File: config.mk
export PLATFORM = sky130hd
export DESIGN_NAME = fetch_buffer
export DESIGN_NICKNAME = d
export VERILOG_FILES = /design/src/rtl/cpu_pkg.sv /design/src/rtl/fetch_buffer_ctrl.sv /design/src/rtl/fetch_buffer.sv
export SDC_FILE = /design/constraint.sdc
export NUM_CORES = 1
export LEC_CHECK = 0
export BUFFER_PORTS_ARGS = -buffer_cell sky130_fd_sc_hd__buf_2
export CORE_ASPECT_RATIO = 0.9
export CORE_UTILIZATION = 45
export CTS_CLUSTER_DIAMETER = 120
export CTS_CLUSTER_SIZE = 8
export DETAILED_ROUTE_END_ITERATION = 10
export HOLD_SLACK_MARGIN = 0.08
export PLACE_DENSITY = 0.67
export SETUP_SLACK_MARGIN = 0.02
export SLEW_MARGIN = 25
export SYNTH_ARGS = -nofsm -noshare
export SYNTH_HDL_FRONTEND = slang
export SYNTH_SLANG_ARGS = --single-unit
File: constraint.sdc
create_clock -name clk_i -period 4.8 [get_ports clk_i]
set_clock_uncertainty 0.05 [all_clocks]
set_input_delay 1.2 -clock clk_i [delete_from_list [all_inputs] [get_ports clk_i]]
set_output_delay 1.2 -clock clk_i [all_outputs]
set_load 0.005 [all_outputs]
File: src/rtl/cpu_pkg.sv
`default_nettype none
// +--------------------------------------------------------------------+
// | Package : cpu_pkg                                                  |
// | Shared CPU front-end constants and the fetch tuple type.           |
// | Revision: 1.0 - initial release                                    |
// +--------------------------------------------------------------------+
package cpu_pkg;

  localparam int unsigned PC_WIDTH_DEF    = 32;
  localparam int unsigned INSTR_WIDTH_DEF = 32;

  localparam logic [31:0] RESET_VECTOR = 32'hBFC00000;
  localparam logic [31:0] NOP_INSTR    = 32'h00000013;  // addi x0, x0, 0

  typedef struct packed {
    logic [PC_WIDTH_DEF-1:0]    pc;
    logic [PC_WIDTH_DEF-1:0]    pc_plus4;
    logic [INSTR_WIDTH_DEF-1:0] instr;
  } fetch_entry_t;

endpackage
`default_nettype wire

File: src/rtl/fetch_buffer_ctrl.sv
`default_nettype none
// +--------------------------------------------------------------------+
// | Module  : fetch_buffer_ctrl                                        |
// | Pointers, occupancy and handshake logic of the fetch buffer.       |
// | Reset beats flush; flush discards any push/pop in the same cycle.  |
// | Revision: 1.0 - initial release                                    |
// +--------------------------------------------------------------------+
module fetch_buffer_ctrl
  import cpu_pkg::*;
#(
  parameter  int unsigned DEPTH = 2,
  localparam int unsigned PW    = $clog2(DEPTH),
  localparam int unsigned CW    = $clog2(DEPTH + 1)
) (
  input  logic          clk_i,
  input  logic          rst_i,
  input  logic          flush_i,
  input  logic          push_valid_i,
  input  logic          pop_ready_i,
  output logic          push_ready_o,
  output logic          pop_valid_o,
  output logic          wr_en_o,
  output logic [PW-1:0] wr_ptr_o,
  output logic [PW-1:0] rd_ptr_o,
  output logic [CW-1:0] count_o
);

  logic [PW-1:0] wr_ptr_q, wr_ptr_d;
  logic [PW-1:0] rd_ptr_q, rd_ptr_d;
  logic [CW-1:0] count_q,  count_d;
  logic          push_fire;
  logic          pop_fire;

  // Handshakes and next-state; DEPTH is a power of two so pointers wrap naturally.
  always_comb begin
    push_fire = push_valid_i && (count_q != CW'(DEPTH));
    pop_fire  = pop_ready_i  && (count_q != '0);
    wr_ptr_d  = wr_ptr_q;
    rd_ptr_d  = rd_ptr_q;
    count_d   = count_q;
    if (flush_i) begin
      wr_ptr_d = '0;
      rd_ptr_d = '0;
      count_d  = '0;
    end else begin
      if (push_fire) wr_ptr_d = wr_ptr_q + PW'(1);
      if (pop_fire)  rd_ptr_d = rd_ptr_q + PW'(1);
      count_d = count_q + CW'(push_fire) - CW'(pop_fire);
    end
  end

  // State register with reset taking priority over everything else.
  always_ff @(posedge clk_i) begin
    if (rst_i) begin
      wr_ptr_q <= '0;
      rd_ptr_q <= '0;
      count_q  <= '0;
    end else begin
      wr_ptr_q <= wr_ptr_d;
      rd_ptr_q <= rd_ptr_d;
      count_q  <= count_d;
    end
  end

  assign push_ready_o = (count_q != CW'(DEPTH));
  assign pop_valid_o  = (count_q != '0);
  assign wr_en_o      = push_fire && !flush_i;
  assign wr_ptr_o     = wr_ptr_q;
  assign rd_ptr_o     = rd_ptr_q;
  assign count_o      = count_q;

endmodule
`default_nettype wire

File: src/rtl/fetch_buffer.sv
`default_nettype none
// +--------------------------------------------------------------------+
// | Module  : fetch_buffer                                             |
// | Fetch-to-decode decoupling queue of {pc, pc+4, instr} tuples with  |
// | flush on redirect. No bypass: one cycle push-to-pop latency.       |
// | Revision: 1.0 - initial release                                    |
// +--------------------------------------------------------------------+
module fetch_buffer
  import cpu_pkg::*;
#(
  parameter  int unsigned PC_WIDTH    = 32,
  parameter  int unsigned INSTR_WIDTH = 32,
  parameter  int unsigned DEPTH       = 2,
  localparam int unsigned CW          = $clog2(DEPTH + 1)
) (
  input  logic                   clk_i,
  input  logic                   rst_i,
  input  logic                   flush_i,
  input  logic                   push_valid_i,
  output logic                   push_ready_o,
  input  logic [PC_WIDTH-1:0]    push_pc_i,
  input  logic [PC_WIDTH-1:0]    push_pc_plus4_i,
  input  logic [INSTR_WIDTH-1:0] push_instr_i,
  output logic                   pop_valid_o,
  input  logic                   pop_ready_i,
  output logic [PC_WIDTH-1:0]    pop_pc_o,
  output logic [PC_WIDTH-1:0]    pop_pc_plus4_o,
  output logic [INSTR_WIDTH-1:0] pop_instr_o,
  output logic [CW-1:0]          count_o
);

  localparam int unsigned PW = $clog2(DEPTH);

  logic          wr_en;
  logic [PW-1:0] wr_ptr;
  logic [PW-1:0] rd_ptr;

  logic [PC_WIDTH-1:0]    pc_q    [DEPTH];
  logic [PC_WIDTH-1:0]    pc4_q   [DEPTH];
  logic [INSTR_WIDTH-1:0] instr_q [DEPTH];

  fetch_buffer_ctrl #(
    .DEPTH (DEPTH)
  ) u_ctrl (
    .clk_i        (clk_i),
    .rst_i        (rst_i),
    .flush_i      (flush_i),
    .push_valid_i (push_valid_i),
    .pop_ready_i  (pop_ready_i),
    .push_ready_o (push_ready_o),
    .pop_valid_o  (pop_valid_o),
    .wr_en_o      (wr_en),
    .wr_ptr_o     (wr_ptr),
    .rd_ptr_o     (rd_ptr),
    .count_o      (count_o)
  );

  // Storage: zeroed on reset, written at the write pointer on an accepted push.
  always_ff @(posedge clk_i) begin
    if (rst_i) begin
      for (int i = 0; i < int'(DEPTH); i++) begin
        pc_q[i]    <= '0;
        pc4_q[i]   <= '0;
        instr_q[i] <= '0;
      end
    end else if (wr_en) begin
      pc_q[wr_ptr]    <= push_pc_i;
      pc4_q[wr_ptr]   <= push_pc_plus4_i;
      instr_q[wr_ptr] <= push_instr_i;
    end
  end

  // Head presentation; an empty queue shows a harmless NOP at pc 0.
  always_comb begin
    pop_pc_o       = '0;
    pop_pc_plus4_o = '0;
    pop_instr_o    = INSTR_WIDTH'(NOP_INSTR);
    if (pop_valid_o) begin
      pop_pc_o       = pc_q[rd_ptr];
      pop_pc_plus4_o = pc4_q[rd_ptr];
      pop_instr_o    = instr_q[rd_ptr];
    end
  end

endmodule
`default_nettype wire

==> flow_summary.toml <==
[clocking]
ctsHoldBuffers = 0
cts_tree = "yes"
clkSlewWorstSetupHoldPaths_ns = 0.07
worstSkewPairLatency_ns = 0.43
cts_sinks = 197
postCtsSetupRepairBufs = 0
ctsResizeCount = 0
root_buffer = "clkbuf_16"
cts_buffers = 17
htreeDepth = 4
cts.path.max_buffers = 2

[timing]
whs_ns = 0.447
finalCritPeriodShare = 0.707
max_freq_mhz = 295
slew-limit-headroom = 0.384
slew_violations = 0
setup_violations = 0
worst_pin_slew_ns = 0.924
rsz0062_at_grt = "false"
post-route-min-period_ns = 3.39
finalHoldViolations = 0
setup_tns_ns = 0

[placed_design]
place_area_sq_um = 10000
port_buffers = 200
dpl.hpwl_um = 11300
gp_congestion = 0.731

[die]
row_count = 48
die_y_um = 135
core_area_sq_um = 19300
io_pins = 201
die_w_um = 150
start_util = 0.461
die_area_sq_um = 20300

[power_and_ir_drop]
power.density_nw_per_um2 = 354
max-vdd-ir-drop_v = 0.000247
power_leakage_nw = 4.28

[route]
drtPass1Iterations = 6
wl_um = 18200
post-route-drc-count = 0
viasPerCell = 4.91
drtIter0Drc = 293
drtAntennaViolNets = 0
routedWlPerCell_um = 16.6
num_vias = 5388

[global_route]
grt_usage = 0.186
globalRoute.totalOverflow = 0
antenna_found_initial = 1
grt_pass1_wl_um = 28400
grt_pass1_vias = 5551
grt_max_degree = 98

[synth]
yosysSeqAreaShare = 0.661
synth_xor_area_frac = 0.00197
ys_seq_elements = 197
synth-compound-area-share = 0.00141
synthAdderAreaFrac = 0.00282
synth.avg_cell_area_sq_um = 13.7
synth_fp_nets = 753
synth.area.mux_share = 0.108
synth_area_sq_um = 8880
syn-instance-count = 650
ys_warn_count = 0
synth_top_family_by_area = "simple AND/OR/NAND/NOR gates"
post_synth_num_cell_types = 24
synthSimpleGateAreaFrac = 0.193

[layout]
drive_gt1_frac = 0.310
utilization = 0.552
final_nets = 936
nFillCells = 1612
final_cell_area_sq_um = 10600
synthToLayoutAreaGrowth_pct = 19.8

[critical_path]
cp_data_required_time_ns = 3.55
reg2regPathDepth = 4
start_kind = "flip-flop"
end_kind = "primary output"
worstPathArrival_ns = 2.14
path_class = "reg2out"
rr_startpoint = "u_ctrl.count_o[0]"
path_max_fanout = 31

[hold_path]
holdPathStages = 2
hp-start = "u_ctrl.wr_ptr_o"
worstHoldPathType = "reg2reg"

[status]
run_status = "finished, final reports clean"

[job]
cap_violations = 0
-- critical path, stage by stage, from the launching register on --
cell	delay [ns]
dfxtp_4	0.63
buf_4	0.55
mux2i_1	0.15
nor2_1	0.21
buf_2	0.15
-- registers in the layout, summed over array words and instances (netlist names), named ones only --
| name | count |
|---|---|
| pc_q | 64 |
| pc4_q | 64 |
| u_ctrl.rd_ptr_o | 1 |
| u_ctrl.wr_ptr_o | 1 |
| instr_q | 64 |
| u_ctrl.count_o | 2 |
-- per-layer routing --
metal	wire, um	share of wire	global-route usage
met5	0	0	0
met1	7950	0.44	0.238
met4	247	0.014	0.0690
met2	8950	0.49	0.310
met3	1090	0.060	0.0418
-- power breakdown --
group	total, W	leakage (nW)	switching (W)	internal [W]
Clock	0.00143	0.280	0.000617	0.000818
Combinational	0.000327	1.95	0.000189	0.000137
Sequential	0.00200	2.04	0.0000277	0.00198
Total	0.00377	4.28	0.000834	0.00293
-- final cells by class --
type                    count  area, sq um  area share
multi-input cells         406         2740       0.258
clock buffers              19          433      0.0407
repair buffers            207         1100       0.104
well taps                 250          313      0.0294
flip-flops and latches    197         5870       0.552
clock inverters            13          156      0.0147
inverters                   4         15.0     0.00141
diodes                      1         2.50    0.000235
-- Yosys cell counts --
| library cell | count | share of area |
|---|---|---|
| nand2b_4 | 1 | 0.0015 |
| inv_1 | 4 | 0.0017 |
| and4b_1 | 1 | 0.0011 |
| xor2_1 | 2 | 0.0020 |
| ha_1 | 2 | 0.0028 |
| o21ai_0 | 1 | 0.00056 |
| and4_4 | 1 | 0.0013 |
| edfxtp_1 | 192 | 0.65 |
| clkbuf_1 | 16 | 0.0068 |
| buf_6 | 6 | 0.0076 |
| nand2_1 | 4 | 0.0017 |
| buf_4 | 4 | 0.0034 |
| nor3_1 | 1 | 0.00056 |
| buf_8 | 3 | 0.0051 |
| or2_2 | 1 | 0.00070 |
| nor2_1 | 98 | 0.041 |
| buf_2 | 13 | 0.0073 |
| dfxtp_1 | 5 | 0.011 |
| or2_1 | 2 | 0.0014 |
| buf_1 | 1 | 0.00042 |
| and2_1 | 175 | 0.12 |
| mux2i_1 | 96 | 0.11 |
| o21bai_1 | 1 | 0.00085 |
| and2_4 | 20 | 0.020 |
-- kinds of logic (layout without fill, tap and decap cells) --
logic type	after synthesis	after routing
AO/OA/AOI/OAI	2	2
other	0	1
flip-flops	197	197
multiplexers	96	96
XOR/XNOR	2	2
buffers and inverters	47	243
adder cells (fa/ha/maj)	2	2
AND/OR/NAND/NOR	304	304
-- cell usage in the layout (no fill, tap or decap), types with 4 or more instances in the layout --
| master | count |
|---|---|
| buf_2 | 200 |
| clkbuf_16 | 17 |
| edfxtp_1 | 192 |
| nor2_1 | 97 |
| and2_4 | 20 |
| dfxtp_1 | 4 |
| nand2_1 | 4 |
| buf_12 | 4 |
| mux2i_1 | 96 |
| inv_1 | 4 |
| and2_1 | 175 |
-- final timing paths --
check	endpoint	slack, ns
worst max-delay path	pop_instr_o[31]	1.41
worst min-delay path	u_ctrl.wr_ptr_o	0.45
worst max register to register	pc_q[0][29]	2.53
worst min register to register	u_ctrl.wr_ptr_o	0.45
-- metrics by stage --
stage | setup WS (ns) | power, W | instances
4_1_cts | 1.35 | 0.00379 | 1096
3_3_place_gp | 1.67 | 0.00236 | 1064
3_5_place_dp | 1.59 | 0.00238 | 1064
6_report | 1.41 | 0.00377 | 1097
2_1_floorplan | 0.345 | 0.00222 | 650
5_1_grt | 1.27 | 0.00389 | 1096
Note: power is estimated with default switching activity, not from simulation.
